## config.mk

```make
export PLATFORM = sky130hd
export DESIGN_NAME = alu_exec_unit_flat
export DESIGN_NICKNAME = d
export VERILOG_FILES = /design/src/rtl/alu_exec_if.sv /design/src/rtl/alu_exec_unit.sv /design/src/flat_wrapper.sv
export SDC_FILE = /design/constraint.sdc
export NUM_CORES = 1
export LEC_CHECK = 0
export BUFFER_PORTS_ARGS = -buffer_cell sky130_fd_sc_hd__buf_2
export CORE_UTILIZATION = 55
export DETAILED_ROUTE_END_ITERATION = 7
export HOLD_SLACK_MARGIN = 0.03
export PLACE_DENSITY = 0.74
export SYNTH_ARGS = -nofsm -noshare
export SYNTH_HDL_FRONTEND = slang
export SYNTH_SLANG_ARGS = --single-unit
```

## constraint.sdc

```tcl
create_clock -name clk_i -period 7.3 [get_ports clk_i]
set_clock_uncertainty 0.05 [all_clocks]
set_input_delay 0.365 -clock clk_i [delete_from_list [all_inputs] [get_ports clk_i]]
set_output_delay 0.365 -clock clk_i [all_outputs]
set_load 0.01 [all_outputs]
```

## src/rtl/alu_exec_if.sv

```systemverilog
// Request/result bundle between the EX-stage issue logic and alu_exec_unit.
// Signal names match the execution unit's documented port names.
interface alu_exec_if #(
    parameter int unsigned WIDTH = 32
);
    logic             start_i;
    logic [2:0]       ALUCtrl_i;
    logic [WIDTH-1:0] data1_i;
    logic [WIDTH-1:0] data2_i;
    logic [WIDTH-1:0] data_o;
    logic             zero_o;
    logic             done_o;
    logic             busy_o;
    logic             illegal_o;

    modport master (
        output start_i, ALUCtrl_i, data1_i, data2_i,
        input  data_o, zero_o, done_o, busy_o, illegal_o
    );

    modport slave (
        input  start_i, ALUCtrl_i, data1_i, data2_i,
        output data_o, zero_o, done_o, busy_o, illegal_o
    );
endinterface

```

## src/rtl/alu_exec_unit.sv

```systemverilog
// EX-stage ALU: single-cycle and/or/add/sub, iterative shift-add multiply that
// asserts busy_o for WIDTH cycles. All results are modulo 2^WIDTH.
module alu_exec_unit #(
    parameter int unsigned WIDTH = 32,
    parameter int unsigned CNTW  = 6
) (
    input logic        clk_i,
    input logic        rst_i,
    alu_exec_if.slave  bus
);
    typedef enum logic [0:0] {StIdle, StMul} state_e;

    localparam logic [2:0] OpAnd = 3'b000;
    localparam logic [2:0] OpOr  = 3'b001;
    localparam logic [2:0] OpAdd = 3'b010;
    localparam logic [2:0] OpMul = 3'b011;
    localparam logic [2:0] OpSub = 3'b110;

    state_e           state_q, state_d;
    logic [WIDTH-1:0] data_q, data_d;
    logic             zero_q, zero_d;
    logic             done_q, done_d;
    logic             busy_q, busy_d;
    logic             illegal_q, illegal_d;
    logic [CNTW-1:0]  cnt_q, cnt_d;
    logic [WIDTH-1:0] acc_q, acc_d;
    logic [WIDTH-1:0] mcand_q, mcand_d;
    logic [WIDTH-1:0] mplier_q, mplier_d;

    logic [WIDTH-1:0] acc_next;
    logic [WIDTH-1:0] alu_res;

    // Partial product for this iteration; carries beyond WIDTH are dropped.
    assign acc_next = acc_q + (mplier_q[0] ? mcand_q : '0);

    always_comb begin
        alu_res = '0;
        case (bus.ALUCtrl_i)
            OpAnd:   alu_res = bus.data1_i & bus.data2_i;
            OpOr:    alu_res = bus.data1_i | bus.data2_i;
            OpAdd:   alu_res = bus.data1_i + bus.data2_i;
            OpSub:   alu_res = bus.data1_i + ~bus.data2_i + 1'b1;
            default: alu_res = '0;
        endcase
    end

    always_comb begin
        state_d   = state_q;
        data_d    = data_q;
        zero_d    = zero_q;
        done_d    = 1'b0;
        busy_d    = busy_q;
        illegal_d = illegal_q;
        cnt_d     = cnt_q;
        acc_d     = acc_q;
        mcand_d   = mcand_q;
        mplier_d  = mplier_q;

        case (state_q)
            StIdle: begin
                if (bus.start_i) begin
                    case (bus.ALUCtrl_i)
                        OpAnd, OpOr, OpAdd, OpSub: begin
                            data_d    = alu_res;
                            zero_d    = (alu_res == '0);
                            illegal_d = 1'b0;
                            done_d    = 1'b1;
                        end
                        OpMul: begin
                            mcand_d  = bus.data1_i;
                            mplier_d = bus.data2_i;
                            acc_d    = '0;
                            cnt_d    = '0;
                            busy_d   = 1'b1;
                            state_d  = StMul;
                        end
                        default: begin
                            data_d    = '0;
                            zero_d    = 1'b1;
                            illegal_d = 1'b1;
                            done_d    = 1'b1;
                        end
                    endcase
                end
            end
            StMul: begin
                acc_d    = acc_next;
                mcand_d  = mcand_q << 1;
                mplier_d = mplier_q >> 1;
                cnt_d    = cnt_q + 1'b1;
                // Fixed WIDTH iterations, no early exit on a zero multiplier.
                if (cnt_q == CNTW'(WIDTH - 1)) begin
                    data_d    = acc_next;
                    zero_d    = (acc_next == '0);
                    illegal_d = 1'b0;
                    done_d    = 1'b1;
                    busy_d    = 1'b0;
                    state_d   = StIdle;
                end
            end
            default: state_d = StIdle;
        endcase
    end

    always_ff @(posedge clk_i) begin
        if (rst_i) begin
            state_q   <= StIdle;
            data_q    <= '0;
            zero_q    <= 1'b0;
            done_q    <= 1'b0;
            busy_q    <= 1'b0;
            illegal_q <= 1'b0;
            cnt_q     <= '0;
            acc_q     <= '0;
            mcand_q   <= '0;
            mplier_q  <= '0;
        end else begin
            state_q   <= state_d;
            data_q    <= data_d;
            zero_q    <= zero_d;
            done_q    <= done_d;
            busy_q    <= busy_d;
            illegal_q <= illegal_d;
            cnt_q     <= cnt_d;
            acc_q     <= acc_d;
            mcand_q   <= mcand_d;
            mplier_q  <= mplier_d;
        end
    end

    assign bus.data_o    = data_q;
    assign bus.zero_o    = zero_q;
    assign bus.done_o    = done_q;
    assign bus.busy_o    = busy_q;
    assign bus.illegal_o = illegal_q;
endmodule
```

## src/flat_wrapper.sv

```systemverilog
// flat-port wrapper written by rule: the top's interface ports become plain ports
module alu_exec_unit_flat 
#(
    parameter int unsigned WIDTH = 32,
    parameter int unsigned CNTW  = 6
)
  (clk_i, rst_i, bus_start_i, bus_ALUCtrl_i, bus_data1_i, bus_data2_i, bus_data_o, bus_zero_o, bus_done_o, bus_busy_o, bus_illegal_o);
  alu_exec_if #(.WIDTH(WIDTH)) bus_i ();
  input logic clk_i;
  input logic rst_i;
  input wire logic [$bits(bus_i.start_i)-1:0] bus_start_i;
  input wire logic [$bits(bus_i.ALUCtrl_i)-1:0] bus_ALUCtrl_i;
  input wire logic [$bits(bus_i.data1_i)-1:0] bus_data1_i;
  input wire logic [$bits(bus_i.data2_i)-1:0] bus_data2_i;
  output wire logic [$bits(bus_i.data_o)-1:0] bus_data_o;
  output wire logic [$bits(bus_i.zero_o)-1:0] bus_zero_o;
  output wire logic [$bits(bus_i.done_o)-1:0] bus_done_o;
  output wire logic [$bits(bus_i.busy_o)-1:0] bus_busy_o;
  output wire logic [$bits(bus_i.illegal_o)-1:0] bus_illegal_o;
  assign bus_i.start_i = bus_start_i;
  assign bus_i.ALUCtrl_i = bus_ALUCtrl_i;
  assign bus_i.data1_i = bus_data1_i;
  assign bus_i.data2_i = bus_data2_i;
  assign bus_data_o = bus_i.data_o;
  assign bus_zero_o = bus_i.zero_o;
  assign bus_done_o = bus_i.done_o;
  assign bus_busy_o = bus_i.busy_o;
  assign bus_illegal_o = bus_i.illegal_o;
  alu_exec_unit #(.WIDTH(WIDTH), .CNTW(CNTW)) u_core (.clk_i(clk_i), .rst_i(rst_i), .bus(bus_i));
endmodule
```

==> results of run 1 <==
path summary, 6_finish.rpt:
| kind | depth (start not counted) | from | slack, ns | to |
|---|---|---|---|---|
| worst max-delay path | 14 | u_core.state_q$_SDFF_PP0_ | 3.06 | u_core.bus.zero_o$_SDFFE_PP0P_ |
| worst min register to register | 2 | u_core.bus.data_o[5]$_SDFFE_PP0P_ | 0.40 | u_core.bus.data_o[5]$_SDFFE_PP0P_ |
| worst max register to register | 14 | u_core.state_q$_SDFF_PP0_ | 3.06 | u_core.bus.zero_o$_SDFFE_PP0P_ |
| worst min-delay path | 3 | bus_data1_i[0] | 0.17 | u_core.mcand_q[0]$_SDFFE_PP0P_ |
registers in the layout (all words and copies together), names as in the netlist:
signal and flops:
u_core.mcand_q 32, u_core.bus.data_o 32, u_core.cnt_q 6, u_core.bus.zero_o 1, u_core.bus.busy_o 1, u_core.bus.done_o 1, u_core.acc_q 32, u_core.state_q 1
u_core.mplier_q 32, u_core.bus.illegal_o 1
worst max-delay path, delay by kind of cell (launching register included):
family | cells | cell delay, ns
AO/OA/AOI/OAI | 5 | 0.94
buffers and inverters | 2 | 0.93
flip-flops | 1 | 0.37
AND/OR/NAND/NOR | 7 | 1.85
synth_stat cells (all sizes together) (29+ instances only):
cell	n
ha	136
a21oi	124
a221oi	41
inv	144
nor2	188
o21ai	157
dfxtp	139
xnor2	39
nor3	36
nand2	141
clkbuf	80
a211oi	61
buf	29
final cells by class:
| type | instances | area [sq um] | area share (%) |
|---|---|---|---|
| multi-input combinational | 1296 | 8590 | 63.4 |
| sequential | 139 | 2780 | 20.6 |
| timing repair buffer | 121 | 646 | 4.77 |
| inverter | 144 | 541 | 3.99 |
| clock buffer | 19 | 453 | 3.35 |
| tap | 280 | 350 | 2.59 |
| clock inverter | 13 | 180 | 1.33 |
kinds of logic (layout without fill, tap and decap cells):
logic type	count (synthesis)	in the layout	synth area share (%)
AO/OA/AOI/OAI	594	594	31.7
XOR/XNOR	55	55	3.91
adder cells (fa/ha/maj)	139	139	14.3
buffers and inverters	253	297	7.98
flip-flops	139	139	22.6
multiplexers	14	14	1.18
AND/OR/NAND/NOR	494	494	18.3
per-layer routing:
metal | track usage, % | part of all wire [%] | wire length [microns]
met1 | 54.1 | 47 | 20100
met2 | 58.3 | 44 | 19000
met3 | 5.72 | 8.1 | 3500
met4 | 7.57 | 1.1 | 476
met5 | 0 | 0 | 0
metrics by stage:
stage	utilization [%]	setup slack, ns	total power, mW	cells
6_report	61.8	3.06	2.41	2012
5_1_grt	61.8	2.71	2.51	2012
4_1_cts	61.8	3.09	2.40	2012
3_5_place_dp	59.0	2.94	1.45	1980
3_3_place_gp	59.0	3.08	1.44	1980
2_1_floorplan	-	3.85	1.24	1688
where the power goes:
part / leakage, nW / internal, mW / total, mW / switching [mW]
clock: 0.304 / 0.565 / 0.962 / 0.397
sequential: 1.13 / 0.795 / 0.815 / 0.0195
combinational: 4.35 / 0.213 / 0.635 / 0.423
total: 5.79 / 1.57 / 2.41 / 0.839
==> impl_metrics.yaml, run 1 <==
status:
  status: "complete, but fails checks"
  violations: "DRC"
timing:
  final_hold_viol_count: 0
  worst_slew_margin_rel_pct: 36.0
  finalSetupTns_ns: 0
  fmax_mhz: 236
  fin_crit_ns: 4.24
  fin_crit_sh_pct: 58.1
  slew_violations: 0
  rsz0062_at_grt: "false"
  setup_viol: 0
  hold_ws_ns: 0.170
  worstMarginPinSlew_ns: 0.954
critical_path:
  slowest_stage: "buf_4"
  max_stage_delay_ns: 0.51
  critPathKind: "register to register"
  crit_path_frequent_cell: "nand4_1"
  cp-end-kind: "register"
  path_cells: "buf_4 > nand4_1 > o2bb2ai_4 > buf_4 > nand3_1 > nor4b_1 > o211ai_1 > a2111oi_0 > nand4_1 > nor4_1 > nand4_1 > nor4_2 > a31oi_1 > o21ai_1"
  worstPathMaxFanout: 54
  required_ns: 7.60
  cp-start-kind: "register"
  cp.arrival_ns: 4.54
route:
  drt_iter0_markers: 1393
  vias_per_cell: 6.45
  drtPass1Iterations: 8
  num_vias: 12976
  drc: 1
  route.antenna.remaining_nets: 0
  wl_per_cell_microns: 21.4
  wl_microns: 43100
synthesis:
  yosys.area.top_type: "dfxtp_1"
  async_reset_ff_share_pct: 0
  syn_inst: 1688
  seq_area_frac_synth_pct: 22.6
  ys_warn_count: 0
  syn_nets: 1897
  synth_top_area_share_pct: 22.6
  ys_ff_latch: 139
  synth.avg_cell_area_sq_um: 7.29
  ys_types: 83
  yosys-top-cells-area: "dfxtp_1, ha_1, o21ai_0"
  syn_area_sq_um: 12300
  synth-main-ff-cell: "dfxtp_1"
  synth_edf_count: 0
global_routing:
  antenna_found_initial: 0
  grt_start_max_net_pins: 81
  grt_pass1_wl_microns: 65500
  grt_pass1_vias: 11595
  grt-ovfl-total: 0
  grt_use_total_pct: 37.4
finish:
  fillerInstances: 2054
  stdcell_area_sq_um: 13500
  final_cell_mix: "nor2_1, o21ai_0, inv_1"
  antennaDiodeCount: 0
  fin_nets: 1928
  layout_commonest_cell: "nor2_1"
  layout-drive-gt1-share_pct: 10.7
  area_growth_pct: 10.0
clock_tree:
  cts-htree-levels: 4
  cts_buffers: 17
  cts_resized: 0
  hold_buffers: 0
  clkSinkCount: 139
  clk_latency_ns: 0.44
  cts-root-buf: "clkbuf_16"
  cts_tree: "yes"
  cts_setup_buffers: 0
  cts.path.max_buffers: 2
  cts.clk_slew.worst_paths_ns: 0.07
die:
  rows: 54
  io_pins: 106
  core_sq_um: 21900
  die_area_sq_um: 23000
  initial_core_util_pct: 56.2
  die_height_microns: 152
  die_w_microns: 152
power_and_ir_drop:
  p_leak_nw: 5.79
  p_per_area_nw_per_um2: 178
  vdd_drop_max_mv: 0.122
place:
  routabilityCongestion: 0.934
  io_buffers: 105
  dp_hpwl_microns: 31900
  dpl_cell_area_sq_um: 12900
min_path:
  hp-class: "primary input to register"
job:
  cap_violations: 0
Note: power is estimated with default switching activity, not from simulation.
==> inputs of run 2 (changes only) <==
--- a/config.mk
+++ b/config.mk
@@ -9,7 +9,7 @@
 export CORE_UTILIZATION = 55
 export DETAILED_ROUTE_END_ITERATION = 7
 export HOLD_SLACK_MARGIN = 0.03
-export PLACE_DENSITY = 0.74
+export PLACE_DENSITY = 0.77
 export SYNTH_ARGS = -nofsm -noshare
 export SYNTH_HDL_FRONTEND = slang
 export SYNTH_SLANG_ARGS = --single-unit
==> constraint.sdc (replaced) <==
create_clock -name clk_i -period 3.65 [get_ports clk_i]
set_clock_uncertainty 0.05 [all_clocks]
set_input_delay 0.1825 -clock clk_i [delete_from_list [all_inputs] [get_ports clk_i]]
set_output_delay 0.1825 -clock clk_i [all_outputs]
set_load 0.01 [all_outputs]
==> run 2 against run 1 <==
- the run now ends clean
- fmax rose by 20%
- design area up 11%
- via count up 4.4%
- sequential power is 100% higher
- first-iteration DRC count down 6.8%
- die area unchanged
- sequential share of layout area fell by 2.0 points
- setup slack got worse by 3.0 ns
- critical path depth unchanged
- flip-flop and latch count did not move
- critical path type unchanged
- highest routed layer is now met5
==> impl_metrics.yaml, run 2 (synthesized netlist as in run 1, its figures left out) <==
status:
  status: "finished, final reports clean"
global_routing:
  grt-ovfl-total: 0
  grt_start_max_net_pins: 80
  antenna_found_initial: 1
  grt_pass1_vias: 12453
  grt_pass1_wl_microns: 68300
  grt_use_total_pct: 38.9
timing:
  slew_violations: 0
  worstMarginPinSlew_ns: 0.879
  hold_ws_ns: 0.0358
  fmax_mhz: 282
  fin_ws_ns: 0.110
  fin_crit_sh_pct: 97.0
  worst_slew_margin_rel_pct: 41.3
  finalSetupTns_ns: 0
  final_hold_viol_count: 0
  fin_crit_ns: 3.54
  setup_viol: 0
finish:
  area_growth_pct: 21.7
  instances_no_fill: 2170
  final_util_pct: 68.4
  layout_commonest_cell: "nor2_1"
  antennaDiodeCount: 0
  final_cell_mix: "nor2_1, buf_4, o21ai_0"
  fillerInstances: 1884
  fin_nets: 2086
  layout-drive-gt1-share_pct: 19.8
  seq_area_sq_um: 2790
  stdcell_area_sq_um: 15000
  multiInputGateArea_sq_um: 8790
route:
  drc: 0
  vias_per_cell: 6.24
  wl_microns: 44800
  route.antenna.remaining_nets: 0
  drtPass1Iterations: 5
  wl_per_cell_microns: 20.7
  num_vias: 13548
  drt_iter0_markers: 1298
place:
  dpl_cell_area_sq_um: 14000
  dp_cells: 2122
  routabilityCongestion: 0.993
  place_ws_ns: -0.118
  dp_hpwl_microns: 33700
  io_buffers: 105
power_and_ir_drop:
  pwr-share-seq_pct: 32.4
  p_leak_nw: 6.60
  combPwrFrac_pct: 29.7
  p_per_area_nw_per_um2: 335
  switching_share_pct: 34.6
  power.internal_mw: 3.28
  power_mw: 5.02
  clockPowerShare_pct: 37.9
  p_switching_mw: 1.74
  vdd_drop_max_mv: 0.292
die:
  initial_core_util_pct: 56.2
  core_sq_um: 21900
  die_area_sq_um: 23000
  die_height_microns: 152
  io_pins: 106
  rows: 54
  die_w_microns: 152
critical_path:
  required_ns: 3.97
  cp-end-kind: "register"
  cp.arrival_ns: 3.86
  critPathKind: "register to register"
  worstPathMaxFanout: 6
  cp-start-kind: "register"
clock_tree:
  clk_latency_ns: 0.44
  cts-root-buf: "clkbuf_16"
  cts.clk_slew.worst_paths_ns: 0.07
  cts_buffers: 17
  clkSinkCount: 139
  cts-htree-levels: 4
  cts.path.max_buffers: 2
  cts_tree: "yes"
min_path:
  hp-class: "primary input to register"
job:
  cap_violations: 0
## run 2: cell count changes in the layout (fill, tap and decap cells not counted), sizes merged
cell / previous run / this run
inv: 148 / 152
clkinvlp: 2 / 1
dlygate4sd3: 0 / 7
dlymetal6s4s: 0 / 1
clkinv: 4 / 3
buf: 121 / 271
clkbuf: 19 / 17
## run 2: cell type report
cell class,count,area share [%]
Clock buffer,17,2.84
Sequential cell,139,18.6
Multi-Input combinational cell,1296,58.7
Inverter,144,3.63
Tap cell,280,2.34
Timing Repair Buffer,279,12.6
Clock inverter,15,1.37
## run 2: metal layers
metal / routed length [microns] / vias up / share of wire, % / global-route usage (%)
li1: - / 6448 / - / -
met1: 20000 / 6354 / 45 / 54.0
met2: 19600 / 662 / 44 / 60.3
met3: 4130 / 82 / 9.2 / 7.13
met4: 1090 / 2 / 2.4 / 12.5
met5: 13 / - / 0.029 / 0
## run 2: worst max-delay path, stage by stage, from the launching register on
cell and delay (ns):
dfxtp_2 0.35, inv_2 0.08, buf_4 0.15, nor2_1 0.15
ha_1 0.29, o21ai_0 0.33, a21oi_2 0.15, a21oi_1 0.24
xnor2_1 0.14, nand4b_1 0.21, or4_1 0.43, or4_4 0.46
nor4_2 0.19, nand4_1 0.13, o21ai_1 0.12
## run 2: repair_timing
action,4_1_cts,5_1_grt
setup endpoints to repair,1,8
pin swaps,2,21
setup buffers,3,6
hold buffers,8,0
hold endpoints to repair,8,0
cloned,0,0
resized for setup,2,51
## run 2: power by group through the flow
| stage | registers [mW] | logic (mW) | clock network [mW] |
|---|---|---|---|
| 6_report | 1.63 | 1.49 | 1.90 |
| 5_1_grt | 1.64 | 1.61 | 1.98 |
| 4_1_cts | 1.63 | 1.42 | 1.91 |
| 3_5_place_dp | 1.66 | 1.40 | 0 |
| 3_3_place_gp | 1.66 | 1.40 | 0 |
| 2_1_floorplan | 1.67 | 0.824 | 0 |
## run 2: worst paths after layout
| check | from | to | slack [ns] | cells after the start |
|---|---|---|---|---|
| max | u_core.mplier_q[0]$_SDFFE_PP0P_ | u_core.bus.zero_o$_SDFFE_PP0P_ | 0.11 | 14 |
| min | bus_data2_i[0] | u_core.mplier_q[0]$_SDFFE_PP0P_ | 0.04 | 3 |
| min reg2reg | u_core.bus.data_o[16]$_SDFFE_PP0P_ | u_core.bus.data_o[16]$_SDFFE_PP0P_ | 0.40 | 2 |
| max reg2reg | u_core.mplier_q[0]$_SDFFE_PP0P_ | u_core.bus.zero_o$_SDFFE_PP0P_ | 0.11 | 14 |
